===== config.mk =====
export PLATFORM = sky130hd
export DESIGN_NAME = id_stage_pipe
export DESIGN_NICKNAME = d
export VERILOG_FILES = /design/src/rtl/id_stage_pipe.sv
export SDC_FILE = /design/constraint.sdc
export NUM_CORES = 1
export LEC_CHECK = 0
export ABC_CLOCK_PERIOD_IN_PS = 5350
export CAP_MARGIN = 20
export CORE_AREA = 8 8 134 136
export DETAILED_ROUTE_END_ITERATION = 10
export DIE_AREA = 0 0 142 144
export DONT_BUFFER_PORTS = 1
export PLACE_DENSITY = 0.8
export SKIP_LAST_GASP = 1
export SYNTH_ARGS = -nofsm -noshare
export SYNTH_HDL_FRONTEND = slang
export SYNTH_SLANG_ARGS = --single-unit

===== constraint.sdc =====
create_clock -name clk -period 5.35 [get_ports clk]
set_clock_uncertainty 0.1 [all_clocks]
set_input_delay 1.07 -clock clk [delete_from_list [all_inputs] [get_ports clk]]
set_output_delay 1.07 -clock clk [all_outputs]
set_load 0.01 [all_outputs]

===== src/rtl/id_stage_pipe.sv =====
// RV32I decode stage with a built-in ID/EX output register.
// Decodes the instruction and picks operands from N forwarding ports or the
// register file. Load-use hazards are tracked against the output register and
// a one-entry shadow of the instruction now in EX. The result is presented to
// EX through a valid/ready handshake.
module id_stage_pipe #(
    parameter int XLEN      = 32,
    parameter int FWD_PORTS = 2,
    parameter int REG_AW    = 5
) (
    input  logic                        clk,
    input  logic                        rst,
    input  logic                        in_valid,
    output logic                        in_ready,
    input  logic [XLEN-1:0]             in_pc,
    input  logic [31:0]                 in_inst,
    output logic [REG_AW-1:0]           rf_raddr1,
    output logic [REG_AW-1:0]           rf_raddr2,
    input  logic [XLEN-1:0]             rf_rdata1,
    input  logic [XLEN-1:0]             rf_rdata2,
    input  logic [FWD_PORTS-1:0]        fwd_we,
    input  logic [FWD_PORTS*REG_AW-1:0] fwd_addr,
    input  logic [FWD_PORTS*XLEN-1:0]   fwd_data,
    input  logic                        flush,
    output logic                        out_valid,
    input  logic                        out_ready,
    output logic [XLEN-1:0]             out_pc,
    output logic [XLEN-1:0]             out_imm,
    output logic [XLEN-1:0]             out_rs1_val,
    output logic [XLEN-1:0]             out_rs2_val,
    output logic [3:0]                  out_cls,
    output logic [3:0]                  out_funct,
    output logic [REG_AW-1:0]           out_rd,
    output logic                        out_we,
    output logic                        out_illegal
);

    localparam logic [3:0] CLS_NONE   = 4'd0;
    localparam logic [3:0] CLS_LUI    = 4'd1;
    localparam logic [3:0] CLS_AUIPC  = 4'd2;
    localparam logic [3:0] CLS_JAL    = 4'd3;
    localparam logic [3:0] CLS_JALR   = 4'd4;
    localparam logic [3:0] CLS_BRANCH = 4'd5;
    localparam logic [3:0] CLS_LOAD   = 4'd6;
    localparam logic [3:0] CLS_STORE  = 4'd7;
    localparam logic [3:0] CLS_OPIMM  = 4'd8;
    localparam logic [3:0] CLS_OP     = 4'd9;

    localparam logic [REG_AW-1:0] REG_ZERO = {REG_AW{1'b0}};

    logic [6:0]        opcode_s;
    logic [2:0]        funct3_s;
    logic [REG_AW-1:0] rd_field_s;
    logic [REG_AW-1:0] rs1_s;
    logic [REG_AW-1:0] rs2_s;
    logic [3:0]        cls_s;
    logic [31:0]       imm32_s;
    logic [XLEN-1:0]   imm_s;
    logic              use_rs1_s;
    logic              use_rs2_s;
    logic              writes_s;
    logic              has_f3_s;
    logic              alt_s;
    logic              we_s;
    logic [REG_AW-1:0] rd_s;
    logic [XLEN-1:0]   rs1_val_s;
    logic [XLEN-1:0]   rs2_val_s;
    logic              ld_out_s;
    logic              hazard_s;
    logic              sh_valid_r;
    logic [REG_AW-1:0] sh_rd_r;

    // Youngest matching forwarding port wins; unused or x0 sources read as zero.
    function automatic logic [XLEN-1:0] sel_operand(
        input logic [REG_AW-1:0]           rs,
        input logic                        used,
        input logic [XLEN-1:0]             rf_val,
        input logic [FWD_PORTS-1:0]        we,
        input logic [FWD_PORTS*REG_AW-1:0] addr,
        input logic [FWD_PORTS*XLEN-1:0]   data
    );
        logic [XLEN-1:0] val;
        val = {XLEN{1'b0}};
        if (used && (rs != REG_ZERO)) begin
            val = rf_val;
            for (int i = FWD_PORTS - 1; i >= 0; i--) begin
                if (we[i] && (addr[i*REG_AW +: REG_AW] == rs)) begin
                    val = data[i*XLEN +: XLEN];
                end
            end
        end
        return val;
    endfunction

    assign opcode_s   = in_inst[6:0];
    assign funct3_s   = in_inst[14:12];
    assign rd_field_s = REG_AW'(in_inst[11:7]);
    assign rs1_s      = REG_AW'(in_inst[19:15]);
    assign rs2_s      = REG_AW'(in_inst[24:20]);
    assign rf_raddr1  = rs1_s;
    assign rf_raddr2  = rs2_s;

    // Opcode decode: class, immediate format and register usage.
    always_comb begin
        cls_s     = CLS_NONE;
        imm32_s   = 32'd0;
        use_rs1_s = 1'b0;
        use_rs2_s = 1'b0;
        writes_s  = 1'b0;
        has_f3_s  = 1'b0;
        alt_s     = 1'b0;
        case (opcode_s)
            7'b0110111: begin
                cls_s    = CLS_LUI;
                imm32_s  = {in_inst[31:12], 12'd0};
                writes_s = 1'b1;
            end
            7'b0010111: begin
                cls_s    = CLS_AUIPC;
                imm32_s  = {in_inst[31:12], 12'd0};
                writes_s = 1'b1;
            end
            7'b1101111: begin
                cls_s    = CLS_JAL;
                imm32_s  = {{11{in_inst[31]}}, in_inst[31], in_inst[19:12],
                            in_inst[20], in_inst[30:21], 1'b0};
                writes_s = 1'b1;
            end
            7'b1100111: begin
                cls_s     = CLS_JALR;
                imm32_s   = {{20{in_inst[31]}}, in_inst[31:20]};
                use_rs1_s = 1'b1;
                writes_s  = 1'b1;
                has_f3_s  = 1'b1;
            end
            7'b1100011: begin
                cls_s     = CLS_BRANCH;
                imm32_s   = {{19{in_inst[31]}}, in_inst[31], in_inst[7],
                             in_inst[30:25], in_inst[11:8], 1'b0};
                use_rs1_s = 1'b1;
                use_rs2_s = 1'b1;
                has_f3_s  = 1'b1;
            end
            7'b0000011: begin
                cls_s     = CLS_LOAD;
                imm32_s   = {{20{in_inst[31]}}, in_inst[31:20]};
                use_rs1_s = 1'b1;
                writes_s  = 1'b1;
                has_f3_s  = 1'b1;
            end
            7'b0100011: begin
                cls_s     = CLS_STORE;
                imm32_s   = {{20{in_inst[31]}}, in_inst[31:25], in_inst[11:7]};
                use_rs1_s = 1'b1;
                use_rs2_s = 1'b1;
                has_f3_s  = 1'b1;
            end
            7'b0010011: begin
                cls_s     = CLS_OPIMM;
                imm32_s   = {{20{in_inst[31]}}, in_inst[31:20]};
                use_rs1_s = 1'b1;
                writes_s  = 1'b1;
                has_f3_s  = 1'b1;
                // bit 30 only distinguishes SRLI/SRAI (and SLLI) among immediates
                if ((funct3_s == 3'b001) || (funct3_s == 3'b101)) begin
                    alt_s = in_inst[30];
                end else begin
                    alt_s = 1'b0;
                end
            end
            7'b0110011: begin
                cls_s     = CLS_OP;
                use_rs1_s = 1'b1;
                use_rs2_s = 1'b1;
                writes_s  = 1'b1;
                has_f3_s  = 1'b1;
                alt_s     = in_inst[30];
            end
            default: begin
                cls_s = CLS_NONE;
            end
        endcase
    end

    assign imm_s = XLEN'($signed(imm32_s));
    assign we_s  = writes_s & (rd_field_s != REG_ZERO);
    assign rd_s  = writes_s ? rd_field_s : REG_ZERO;

    // Operand selection from forwarding ports or register file.
    always_comb begin
        rs1_val_s = sel_operand(rs1_s, use_rs1_s, rf_rdata1, fwd_we, fwd_addr, fwd_data);
        rs2_val_s = sel_operand(rs2_s, use_rs2_s, rf_rdata2, fwd_we, fwd_addr, fwd_data);
    end

    // Load-use hazard against the load in the output register or in EX.
    always_comb begin
        ld_out_s = out_valid & (out_cls == CLS_LOAD);
        hazard_s = 1'b0;
        if (in_valid) begin
            hazard_s =
                (use_rs1_s && (rs1_s != REG_ZERO) &&
                 ((ld_out_s && (out_rd == rs1_s)) || (sh_valid_r && (sh_rd_r == rs1_s)))) ||
                (use_rs2_s && (rs2_s != REG_ZERO) &&
                 ((ld_out_s && (out_rd == rs2_s)) || (sh_valid_r && (sh_rd_r == rs2_s))));
        end else begin
            hazard_s = 1'b0;
        end
    end

    assign in_ready = rst & ~hazard_s & (~out_valid | out_ready);

    // ID/EX output register: flush kills, transfer loads, advance leaves a bubble.
    always_ff @(posedge clk or negedge rst) begin
        if (!rst) begin
            out_valid   <= 1'b0;
            out_pc      <= {XLEN{1'b0}};
            out_imm     <= {XLEN{1'b0}};
            out_rs1_val <= {XLEN{1'b0}};
            out_rs2_val <= {XLEN{1'b0}};
            out_cls     <= 4'd0;
            out_funct   <= 4'd0;
            out_rd      <= REG_ZERO;
            out_we      <= 1'b0;
            out_illegal <= 1'b0;
        end else if (flush) begin
            out_valid <= 1'b0;
        end else if (in_valid && in_ready) begin
            out_valid   <= 1'b1;
            out_pc      <= in_pc;
            out_imm     <= imm_s;
            out_rs1_val <= rs1_val_s;
            out_rs2_val <= rs2_val_s;
            out_cls     <= cls_s;
            out_funct   <= {alt_s, (has_f3_s ? funct3_s : 3'd0)};
            out_rd      <= rd_s;
            out_we      <= we_s;
            out_illegal <= (cls_s == CLS_NONE);
        end else if (out_ready) begin
            out_valid <= 1'b0;
        end else begin
            out_valid <= out_valid;
        end
    end

    // Shadow of the instruction that moved into EX, kept only if it is a writing load.
    always_ff @(posedge clk or negedge rst) begin
        if (!rst) begin
            sh_valid_r <= 1'b0;
            sh_rd_r    <= REG_ZERO;
        end else if (out_ready) begin
            sh_valid_r <= out_valid & (out_cls == CLS_LOAD) & out_we;
            sh_rd_r    <= out_rd;
        end else begin
            sh_valid_r <= sh_valid_r;
            sh_rd_r    <= sh_rd_r;
        end
    end

endmodule


# [After elaboration in Yosys (flattened, before gate mapping)]
# Index checks and enable logic that the tools add are counted.
[totals] in_bits=209 wordCells=88 ff_bits=150
[classes] n_bitwise=9 n_mux=19 n_eq_ne=20 n_reduce_logical=28
[op_table] cell="two-way mux 32 bit" count=6
[op_table] cell="one-hot mux 32 bit (5 select lines)" count=1
[op_table] cell="== test 5 bit" count=8
[op_table] cell="one-hot mux 4 bit (9 select lines)" count=1
[op_table] cell="== test 7 x 6 -> 1 bit (second input constant)" count=3
[op_table] cell="== test 7 bit (second input constant)" count=3
[op_table] cell="nonzero test 5 bit" count=3
[op_table] cell="== test 7 x 5 -> 1 bit (second input constant)" count=2
[op_table] cell="logical AND 1 bit" count=13
[op_table] cell="two-way mux 1 bit" count=8
[op_table] cell="== test 7 x 2 -> 1 bit (second input constant)" count=1
[op_table] cell="OR reduction 7 bit" count=1
[op_table] cell="OR reduction 3 bit" count=2
[op_table] cell="OR reduction 6 bit" count=1
[op_table] cell="bitwise AND 1 bit" count=5
[op_table] cell="two-way mux 5 bit" count=1
[op_table] cell="== test 4 x 3 -> 1 bit (second input constant)" count=1
[op_table] cell="zero test 4 bit" count=1
[op_table] cell="logical OR 1 bit" count=4
[op_table] cell="== test 3 x 1 -> 1 bit (second input constant)" count=1
[op_table] cell="== test 3 bit (second input constant)" count=1
[op_table] cell="two-way mux 3 bit" count=1
[op_table] cell="inverter 1 bit" count=3
[op_table] cell="nonzero test 3 bit" count=1
[op_table] cell="4 further kinds" count=4

# [Longest topological paths before layout]
# Gate-level depths: netlist (run 1).
[depth] ltp_word=13 depth_mapped=9 depth_no_buf=6

# [Worst setup path after synthesis (run 1)]
# No wires, ideal clock.
[synth_path] path_kind="input to output" from="in in_inst[23]" to="out in_ready" stages=6 n_path_buf=1 t_required_ps=4180 arrival_ps=2462 path_slack_ps=1718 path_cell_list="clkbuf_1 or4_1 o21ai_2 o21bai_2 nand2_1 a21oi_1"
[synth_between] elab_chain_cells=9
[synth_lines] element="from (decl)" line_no="16" source="input logic [31:0] in_inst,"
[synth_lines] element="== test 5 bit" line_no="204" source="((ld_out_s && (out_rd == rs2_s)) || (sh_valid_r && (sh_rd_r == rs2_s))));"
[synth_lines] element="logical AND 1 bit" line_no="204"
[synth_lines] element="logical OR 1 bit" line_no="204"
[synth_lines] element="logical AND 1 bit (*)" line_no="203" source="(use_rs2_s && (rs2_s != REG_ZERO) &&"
[synth_lines] element="logical OR 1 bit (*)" line_no="202" source="((ld_out_s && (out_rd == rs1_s)) || (sh_valid_r && (sh_rd_r == rs1_s)))) ||"
[synth_lines] element="two-way mux 1 bit (*)" line_no="199" source="if (in_valid) begin"
[synth_lines] element="inverter 1 bit (*)" line_no="210" source="assign in_ready = rst & ~hazard_s & (~out_valid | out_ready);"
[synth_lines] element="bitwise AND 1 bit (*) (2 in a row)" line_no="210"
[synth_lines] element="to (decl)" line_no="14" source="output logic in_ready,"
# Mark *: on every way between the ends. The rest lies on a longest branch, timed or not.

# [Final worst setup path (run 1)]
[layout_path] from="in in_inst[20]" to="out in_ready"
# Same word-level chain as after synthesis.

==> results by group, run 1 <==
Clock network
  – Number of cells upsized or downsized after cts: 0
  – H-tree levels: 4
  – Clock transition time at the flip-flop clock pins of the worst setup and hold paths: 0.07 ns
  – CTS tree: built
  – TritonCTS Buffers: 17
  – Postcts setup bufs: 0
  – Number of clock sinks: 150
  – Number of hold buffers added after CTS: 0
  – Clock Tree Buf Depth: 2
  – Latest clock arrival within the worst-skew pair: 0.41 ns
  – Clk root buf: clkbuf_16

Global route
  – Vias in the first global route: 6,214
  – Largest net degree at the start of global routing: 153
  – Wire length of the first global-routing pass: 37,540 um
  – Global router's overall resource usage: 0.2391
  – Global route overflow: 0
  – Number of antenna violations at the first check in global routing: 1

Timing
  – Count of final setup violators: 0
  – Count of final hold-check violations: 0
  – Final setup slack of the worst path: 1.445 ns
  – Fin crit period: 3.905 ns
  – Final-layout worst hold slack: 0.2500 ns
  – Setup repair after global routing missed its margin: false
  – Worst Tran Pin Value: 0.7361 ns
  – Maximum clock frequency: 0.2561 GHz
  – Final count of pins violating max slew: 0
  – Worst relative slew slack: 0.5093
  – Setup TNS Final: 0 ns
  – Tcrit/Tclk final: 0.7299

Detailed routing
  – Antenna violation net count after detailed routing: 0
  – Wire length reported by the detailed router: 24,910 um
  – DRC: 0
  – Count of TritonRoute iterations in the first routing pass: 7
  – Routed length per instance: 24.96 um
  – Routed via count: 6,152
  – Via density per instance: 6.164
  – Initial DRC Count: 457

Worst setup path
  – Critical Path, Cell by Cell: or4_1 -> o21ai_2 -> buf_4 -> o21bai_2 -> nand2_1 -> a21oi_1
  – Worst EP required: 4.18 ns
  – Master of the slowest instance on the critical path: or4_1
  – Max Fanout on Critical Path: 33
  – Element type at the critical path start: input pin
  – Arrival time reported for the critical path endpoint: 2.73 ns
  – Nature of the critical path endpoint: primary output
  – CP peak stage delay: 0.53 ns
  – Setup Crit Path Kind: in -> out

Floorplanning
  – Width of the chip: 142 um
  – Initial core utilization: 0.5169
  – Row count: 47
  – Vert. Die Dim: 144 um
  – Placeable core area: 0.01605 mm2
  – Die ar.: 0.02045 mm2
  – IO Count: 364

Logic synthesis
  – Average footprint of a synthesized cell: 10.31 um2
  – FFs w/ async S/R, synth: 1.000
  – EDFF count, synth: 0
  – Yosys synthesis warning count: 0
  – Post-synth net total: 1,014
  – Post-synth design cell area: 0.008298 mm2
  – Synth Instances: 805
  – Ys flop type: dfrtp_1
  – Number of storage elements in the synthesis netlist: 150
  – Post-synthesis sequential area ratio: 0.4524
  – Distinct cell type count after synthesis: 43

Cells and area
  – NumNets Final: 973
  – Cell area after layout: 0.008929 mm2
  – FF/Latch Area: 0.003754 mm2
  – Count of non-filler cells in the finished layout: 998
  – Fraction of layout instances using a drive strength above 1: 0.1634
  – Multi-input combinational cell area: 0.004061 mm2
  – Growth of design area from synthesis to finish: 7.599%
  – Layout filler cell count: 1,397

Status
  – Run status: finished clean

Power and ir drop
  – Switching Share: 0.2474
  – Switching pwr: 0.0006754 W
  – Internal power: 0.002055 W
  – Pleak: 4.359 nW
  – Portion of total power attributed to the clock network: 0.451
  – Comb pwr share: 0.070
  – Pwr Density: 305.8 mW/mm2
  – Relative contribution of sequential cells to total power: 0.480
  – Peak supply drop: 0.2138 mV

Place
  – Placed cells: 965
  – Post-placement cell area: 0.008324 mm2
  – RD Place Congestion: 0.8862
  – Count of port buffers added during placement: 0
  – Dpl hpwl: 18,680 um
  – Post-placement worst setup slack: 1.314 ns

Hold path
  – Worst min-delay path category: in -> async

Flow run
  – Max-Cap Viols: 0
flip-flops by register name, summed over array words and instances (netlist names), 4 cells and up:
register	count
out_funct	4
out_rs1_val	32
out_rd	5
out_rs2_val	32
out_cls	4
out_imm	32
out_pc	32
sh_rd_r	5
final cells by class:
| class | count | share of cell area |
|---|---|---|
| inverters | 37 | 0.01555 |
| multi-input cells | 547 | 0.4549 |
| repair buffers | 11 | 0.01065 |
| well taps | 220 | 0.03083 |
| clock buffers | 19 | 0.04849 |
| diodes | 1 | 0.0002803 |
| flip-flops and latches | 150 | 0.4204 |
| clock inverters | 13 | 0.01892 |
cell families (layout without fill, tap and decap cells):
family          Yosys count  in the layout  share of synthesized area
compound gates          113            113                    0.09831
xor+xnor                 40             40                    0.04222
buf+inv                 108             80                    0.06001
flops                   150            150                     0.4524
mux                     180            180                     0.2340
other cells               0              1                          0
simple gates            214            214                     0.1131
per-stage QoR:
stage            util  total power, W
2_1_floorplan       -        0.001488
3_3_place_gp   0.5185        0.001511
3_5_place_dp   0.5185        0.001522
4_1_cts        0.5560        0.002762
5_1_grt        0.5562        0.002835
6_report       0.5562        0.002730
cells in the final DEF (no fill, tap or decap), types with 3 or more instances in the layout:
master | Yosys | routed
a211oi_1 | 32 | 32
a21oi_1 | 27 | 27
a22o_1 | 4 | 4
a311oi_1 | 32 | 32
and3_1 | 6 | 6
buf_4 | 10 | 10
bufinv_16 | 0 | 3
clkbuf_16 | 0 | 17
clkinvlp_4 | 0 | 4
dfrtp_1 | 150 | 150
inv_1 | 37 | 37
inv_6 | 0 | 4
mux2_1 | 34 | 34
mux2_2 | 78 | 78
mux2i_1 | 68 | 68
nand2_1 | 92 | 92
nand3_1 | 10 | 7
nand3_2 | 0 | 3
nor2_1 | 75 | 75
nor2b_1 | 4 | 4
nor4_1 | 7 | 7
o21ai_0 | 8 | 8
or4_1 | 3 | 3
xnor2_1 | 18 | 18
xor2_1 | 22 | 22
synth_stat cells, types with 5 or more instances:
cell type	count	area share
dfrtp_1	150	0.45
and3_1	6	0.0045
buf_2	14	0.0084
nor4_1	7	0.0053
nand3_1	10	0.0060
xnor2_1	18	0.019
mux2i_1	68	0.082
mux2_2	78	0.11
buf_6	5	0.0068
a211oi_1	32	0.029
inv_1	37	0.017
xor2_1	22	0.023
nor2_1	75	0.034
buf_4	10	0.0090
o21ai_0	8	0.0048
a311oi_1	32	0.034
clkbuf_1	40	0.018
nand2_1	92	0.042
mux2_1	34	0.046
a21oi_1	27	0.016
power groups by stage:
| stage | Combinational [W] | Clock (W) | Sequential, W |
|---|---|---|---|
| CTS | 0.000192 | 0.00126 | 0.00131 |
| global route | 0.000210 | 0.00131 | 0.00132 |
| finish | 0.000191 | 0.00123 | 0.00131 |
| detailed placement | 0.000192 | 0 | 0.00133 |
| floorplan | 0.000186 | 0 | 0.00130 |
| global placement | 0.000182 | 0 | 0.00133 |
worst paths after layout:
kind	startpoint	end	slack (ns)	depth (start not counted)
max in group asynchronous	rst	out_rs1_val[28]	4.61	0
min in group clk	out_rs1_val[7]	out_rs1_val[7]	0.47	1
hold reg to reg	out_rs1_val[7]	out_rs1_val[7]	0.47	1
setup / recovery	in_inst[20]	in_ready	1.45	6
hold / removal	rst	out_imm[15]	0.25	0
setup reg to reg	out_cls[0]	out_rs2_val[11]	2.12	7
metal layers:
| layer | vias to the layer above | GRT usage | wire length, um |
|---|---|---|---|
| met5 | - | 0 | 0 |
| met1 | 3017 | 0.2693 | 8739 |
| met3 | 39 | 0.1080 | 3341 |
| met2 | 378 | 0.3937 | 12190 |
| li1 | 2718 | - | - |
| met4 | 0 | 0.08649 | 634 |
critical path, delay by kind of cell:
family                 cells  cell delay, ns
AND/OR/NAND/NOR            2            0.62
AO/OA/AOI/OAI              3            0.65
buffers and inverters      1            0.38
(Power assumes the default switching activity.)
==> inputs of run 2 (changes only) <==
==> config.mk (replaced) <==
export PLATFORM = sky130hd
export DESIGN_NAME = id_stage_pipe
export DESIGN_NICKNAME = d
export VERILOG_FILES = /design/src/rtl/id_stage_pipe.sv
export SDC_FILE = /design/constraint.sdc
export NUM_CORES = 1
export LEC_CHECK = 0
export ABC_CLOCK_PERIOD_IN_PS = 3300
export CAP_MARGIN = 20
export CORE_AREA = 8 8 136 138
export DETAILED_ROUTE_END_ITERATION = 10
export DIE_AREA = 0 0 144 146
export DONT_BUFFER_PORTS = 1
export PLACE_DENSITY = 0.81
export SKIP_LAST_GASP = 1
export SYNTH_ARGS = -nofsm -noshare
export SYNTH_HDL_FRONTEND = slang
export SYNTH_SLANG_ARGS = --single-unit
==> constraint.sdc (replaced) <==
create_clock -name clk -period 3.3 [get_ports clk]
set_clock_uncertainty 0.1 [all_clocks]
set_input_delay 0.66 -clock clk [delete_from_list [all_inputs] [get_ports clk]]
set_output_delay 0.66 -clock clk [all_outputs]
set_load 0.01 [all_outputs]
==> run 2 against run 1 <==
Compared with the run above:
- the run now ends with hold timing left
- register-to-register slack lost 1.4 ns
- core utilization shrank 0.27 points
- non-clock buffer count grew 7
- sequential cell count is the same
- final cell count grew 0.60%
- setup slack lost 1.1 ns
- global-route usage shrank 0.27 points
- total power grew 60%
- critical endpoint unchanged
==> results by group, run 2 (synthesis gave the netlist of run 1 again) <==
Status
  – Run status: complete, but fails checks
  – Violations in the final reports: hold timing

Worst setup path
  – Master of the slowest instance on the critical path: dfrtp_1
  – Nature of the critical path endpoint: primary output
  – Worst EP required: 2.54 ns (-1.64 ns)
  – Max Fanout on Critical Path: 3 (-91%)
  – Critical Path, Cell by Cell: nor3b_1 -> nand3_1 -> nor4_1 -> o21bai_2 -> nand2_1 -> a21oi_1 -> buf_4
  – Category of cells accounting for the largest share of critical-path delay: simple AND/OR/NAND/NOR gates
  – Setup Crit Path Kind: reg -> out
  – Element type at the critical path start: flip-flop
  – R2R Setup Slk: 0.75 ns (-1.37 ns)
  – CP peak stage delay: 0.43 ns (-0.10 ns)
  – Arrival time reported for the critical path endpoint: 2.17 ns (-0.56 ns)
  – CP Buf/Inv Count: 1 (unchanged)

Global route
  – Number of antenna violations at the first check in global routing: 0 (-1)
  – Vias in the first global route: 6,515 (+4.8%)
  – Global route overflow: 0 (unchanged)
  – Global router's overall resource usage: 0.2364 (-0.002678)
  – Largest net degree at the start of global routing: 153 (unchanged)
  – Wire length of the first global-routing pass: 38,240 um (+1.9%)

Clock network
  – TritonCTS Buffers: 17 (unchanged)
  – Clock Tree Buf Depth: 2 (unchanged)
  – H-tree levels: 4 (unchanged)
  – Clock transition time at the flip-flop clock pins of the worst setup and hold paths: 0.06 ns (about the same)
  – Number of cells upsized or downsized after cts: 0 (unchanged)
  – Clk root buf: clkbuf_16
  – Latest clock arrival within the worst-skew pair: 0.42 ns (about the same)
  – Number of clock sinks: 150 (unchanged)
  – Postcts setup bufs: 0 (unchanged)
  – CTS tree: built

Place
  – Post-placement worst setup slack: 0.5615 ns (-0.7525 ns)
  – Dpl hpwl: 19,050 um (+2.0%)
  – Count of port buffers added during placement: 0 (unchanged)
  – RD Place Congestion: 0.9387 (+5.9%)

Cells and area
  – NumNets Final: 980 (+0.72%)
  – Most frequent cells in the layout: dfrtp_1 (150), nand2_1 (92), mux2_2 (78), nor2_1 (75), mux2i_1 (68)
  – Growth of design area from synthesis to finish: 8.655%
  – Fraction of layout instances using a drive strength above 1: 0.1735 (+0.01002)
  – Post-route core utilization: 0.5535 (-0.002654)
  – Commonest non-fill, non-tap cell in the layout: dfrtp_1
  – Number of antenna repair diodes: 0 (-1)

Detailed routing
  – Initial DRC Count: 466 (+2.0%)
  – Wire length reported by the detailed router: 25,470 um (+2.3%)
  – Antenna violation net count after detailed routing: 0 (unchanged)
  – Count of TritonRoute iterations in the first routing pass: 5 (-2)
  – Via density per instance: 6.228 (+1.0%)
  – DRC: 0 (unchanged)
  – Routed length per instance: 25.37 um (+1.6%)
  – Routed via count: 6,253 (+1.6%)

Timing
  – Final setup slack of the worst path: 0.3704 ns (-1.075 ns)
  – Worst Tran Pin Value: 0.6857 ns (-0.05044 ns)
  – Setup TNS Final: 0 ns (unchanged)
  – Worst relative slew slack: 0.5429 (+0.03363)
  – Count of final setup violators: 0 (unchanged)
  – Maximum clock frequency: 0.3413 GHz
  – Final-layout worst hold slack: -0.1668 ns (-0.4167 ns)
  – Fin crit period: 2.930 ns
  – Count of final hold-check violations: 150 (+150)
  – Tcrit/Tclk final: 0.8878
  – Setup repair after global routing missed its margin: false
  – Final count of pins violating max slew: 0 (unchanged)

Floorplanning
  – Die ar.: 0.02102 mm2 (+2.8%)
  – Width of the chip: 144 um (+1.4%)
  – IO Count: 364 (unchanged)
  – Placeable core area: 0.01629 mm2 (+1.5%)
  – Row count: 47 (unchanged)
  – Vert. Die Dim: 146 um (+1.4%)
  – Initial core utilization: 0.5094 (-0.007464)

Flow run
  – Max-Cap Viols: 0 (unchanged)

Power and ir drop
  – Pwr Density: 485.7 mW/mm2 (+59%)
  – Pleak: 4.413 nW (+1.3%)
  – Peak supply drop: 0.3418 mV (+60%)

Hold path
  – Worst min-delay path category: in -> async
==> run 2: changes by cell type in the layout (fill, tap and decap cells not counted), moves of 2 or more <==
| cell | delta |
|---|---|
| buf_12 | +3 |
| buf_4 | +4 |
| bufinv_16 | -2 |
| clkbuf_1 | -2 |
| clkbuf_8 | +2 |
| clkinvlp_4 | -2 |
| inv_8 | +2 |
| o21ai_2 | -2 |
| o21ai_4 | +2 |
==> run 2: layer usage <==
metal / GRT usage / part of all wire / up-vias / wire, um
met1: 0.2639 / 0.36 / 3091 / 9282
met2: 0.3910 / 0.49 / 379 / 12460
met4: 0.1026 / 0.030 / 0 / 769
met3: 0.09186 / 0.12 / 44 / 2959
met5: 0 / 0 / - / 0
li1: - / - / 2739 / -
==> run 2: through the flow <==
stage	area (um2)	std cells	power [W]
2_1_floorplan	8298	805	0.002413
3_3_place_gp	8429	972	0.002462
3_5_place_dp	8429	972	0.002479
4_1_cts	9016	1004	0.004423
5_1_grt	9016	1004	0.004535
6_report	9016	1004	0.004379
==> run 2: power breakdown <==
group,switching (W),internal [W],leakage (nW)
sequential,0.000164,0.00196,2.01
clock,0.000832,0.00110,0.285
combinational,0.000145,0.000176,2.11
==> run 2: final cells by class <==
type | count | area (um2)
clock buffer | 19 | 452.9
clock inverter | 13 | 133.9
fill | 1410 | 7273
inverter | 37 | 138.9
multi-input combinational | 547 | 4076
sequential | 150 | 3754
tap | 220 | 275.3
timing repair buffer | 18 | 185.2
==> run 2: final timing paths <==
check | to | startpoint | cells past startpoint
min in group clk | out_valid | flush | 1
worst max-delay path | in_ready | out_cls[0] | 7
worst min-delay path | out_pc[24] | rst | 0
max in group asynchronous | out_rs1_val[0] | rst | 0
worst max register to register | out_imm[16] | out_cls[0] | 8
worst min register to register | out_rs1_val[14] | out_rs1_val[14] | 1
==> inputs of run 3 (changes only) <==
--- a/config.mk
+++ b/config.mk
@@ -11,7 +11,7 @@
 export DETAILED_ROUTE_END_ITERATION = 10
 export DIE_AREA = 0 0 144 146
 export DONT_BUFFER_PORTS = 1
-export PLACE_DENSITY = 0.81
+export PLACE_DENSITY_LB_ADDON = 0.3
 export SKIP_LAST_GASP = 1
 export SYNTH_ARGS = -nofsm -noshare
 export SYNTH_HDL_FRONTEND = slang
==> run 3 against run 2 <==
Compared with the run above:
- the run still ends with hold timing left
- final area shrank 0.83%
- critical path depth is the same
- worst hold slack lost 0.00066 ns
- global-route usage grew 0.53 points
- sequential cell count is the same
- register-to-register slack lost 0.18 ns
- count of clock-buffer cells in the layout is the same
- setup slack gained 0.013 ns
- routed wire length grew 1.5%
- critical path type unchanged
- highest routed layer unchanged
==> results by group, run 3 (synthesis gave the netlist of run 1 again) <==
Place
  – RD Place Congestion: 0.9037 (-3.7%)
  – Dpl hpwl: 19,410 um (+1.8%)
  – Count of port buffers added during placement: 0 (unchanged)
  – Post-placement worst setup slack: 0.4482 ns (-0.1133 ns)

Timing
  – Final count of pins violating max slew: 0 (unchanged)
  – Count of final hold-check violations: 150 (unchanged)
  – Setup repair after global routing missed its margin: false
  – Tcrit/Tclk final: 0.8839 (-0.003867)
  – Count of final setup violators: 0 (unchanged)
  – Fin crit period: 2.917 ns (-0.01276 ns)
  – Final-layout worst hold slack: -0.1674 ns (-0.0006550 ns)
  – Setup TNS Final: 0 ns (unchanged)
  – Worst Tran Pin Value: 0.6854 ns (-0.0003219 ns)
  – Maximum clock frequency: 0.3428 GHz (+0.44%)
  – Final setup slack of the worst path: 0.3831 ns (+0.01276 ns)
  – Worst relative slew slack: 0.5431 (about the same)

Detailed routing
  – Wire length reported by the detailed router: 25,840 um (+1.5%)
  – Antenna violation net count after detailed routing: 0 (unchanged)
  – Routed length per instance: 25.84 um (+1.9%)
  – Via density per instance: 6.240 (+0.19%)
  – Count of TritonRoute iterations in the first routing pass: 5 (unchanged)
  – Routed via count: 6,240 (-0.21%)
  – DRC: 0 (unchanged)
  – Initial DRC Count: 389 (-17%)

Worst setup path
  – Setup Crit Path Kind: reg -> out
  – Element type at the critical path start: flip-flop
  – Number of cell instances on the worst register-to-register path: 8 (unchanged)
  – Max Fanout on Critical Path: 3 (unchanged)
  – Worst EP required: 2.54 ns (about the same)
  – Arrival time reported for the critical path endpoint: 2.16 ns (about the same)
  – Nature of the critical path endpoint: primary output

Cells and area
  – Commonest non-fill, non-tap cell in the layout: dfrtp_1
  – NumNets Final: 976 (-0.41%)
  – Growth of design area from synthesis to finish: 7.750%
  – Number of antenna repair diodes: 0 (unchanged)
  – Fraction of layout instances using a drive strength above 1: 0.1692 (-0.004239)
  – Most frequent cells in the layout: dfrtp_1 (150), nand2_1 (92), mux2_2 (78), nor2_1 (75), mux2i_1 (68)

Status
  – Run status: complete, but fails checks
  – Violations in the final reports: hold timing

Floorplanning
  – IO Count: 364 (unchanged)
  – Row count: 47 (unchanged)
  – Placeable core area: 0.01629 mm2 (unchanged)
  – Vert. Die Dim: 146 um (unchanged)
  – Initial core utilization: 0.5094 (unchanged)
  – Width of the chip: 144 um (unchanged)
  – Die ar.: 0.02102 mm2 (unchanged)

Power and ir drop
  – Peak supply drop: 0.3480 mV (+1.8%)
  – Pleak: 4.373 nW (-0.92%)
  – Pwr Density: 479.0 mW/mm2 (-1.4%)

Clock network
  – Clock Tree Buf Depth: 2 (unchanged)
  – Clock transition time at the flip-flop clock pins of the worst setup and hold paths: 0.07 ns (about the same)
  – Clk root buf: clkbuf_16
  – TritonCTS Buffers: 17 (unchanged)
  – CTS tree: built
  – H-tree levels: 4 (unchanged)
  – Number of clock sinks: 150 (unchanged)
  – Latest clock arrival within the worst-skew pair: 0.41 ns (about the same)

Flow run
  – Max-Cap Viols: 0 (unchanged)

Hold path
  – Worst min-delay path category: in -> async

Global route
  – Global route overflow: 0 (unchanged)
  – Largest net degree at the start of global routing: 153 (unchanged)
  – Global router's overall resource usage: 0.2418 (+0.005327)
  – Vias in the first global route: 6,647 (+2.0%)
  – Wire length of the first global-routing pass: 38,900 um (+1.7%)
  – Number of antenna violations at the first check in global routing: 0 (unchanged)
## run 3: layout make-up
type                       count  area [um2]
clock buffer                  19       452.9
clock inverter                13       113.9
fill                        1410        7348
inverter                      37       138.9
multi-input combinational    547        4076
sequential                   150        3754
tap                          220       275.3
timing repair buffer          14       130.1
## run 3: path summary, 6_finish.rpt
kind	start	endpoint	slack [ns]
min in group clk	flush	out_valid	0.20
max in group asynchronous	rst	out_imm[19]	2.96
worst min register to register	out_rs1_val[17]	out_rs1_val[17]	0.47
worst max-delay path	out_cls[0]	in_ready	0.38
worst min-delay path	rst	out_pc[0]	-0.17
worst max register to register	out_cls[0]	out_imm[30]	0.57
## run 3: stage by stage
| step | area (um2) | utilization | instances | power (W) |
|---|---|---|---|---|
| floorplan | 8298 | - | 805 | 0.002413 |
| global placement | 8374 | 0.5141 | 968 | 0.002460 |
| detailed placement | 8374 | 0.5141 | 968 | 0.002478 |
| CTS | 8941 | 0.5489 | 1000 | 0.004334 |
| global route | 8941 | 0.5489 | 1000 | 0.004445 |
| finish | 8941 | 0.5489 | 1000 | 0.004282 |
## run 3: per-layer routing
metal | vias up | track usage | part of all wire
met4 | 0 | 0.1215 | 0.036
met5 | - | 0 | 0
li1 | 2725 | - | -
met2 | 400 | 0.3986 | 0.49
met3 | 68 | 0.1142 | 0.13
met1 | 3047 | 0.2519 | 0.35
## run 3: critical path, stage by stage (launching register included)
cell,delay (ns)
dfrtp_1,0.43
nor3b_1,0.26
nand3_1,0.20
nor4_1,0.37
o21bai_2,0.17
nand2_1,0.10
a21oi_1,0.06
buf_4,0.15
## run 3: repair_timing
action,CTS,global route
gates resized for setup,0,0
buffers inserted,0,0
endpoints found under the hold margin,150,150
## run 3: power by group
| group | internal (W) | switching, W |
|---|---|---|
| sequential | 0.00196 | 0.000166 |
| clock | 0.00103 | 0.000812 |
| combinational | 0.000174 | 0.000145 |
| total | 0.00316 | 0.00112 |
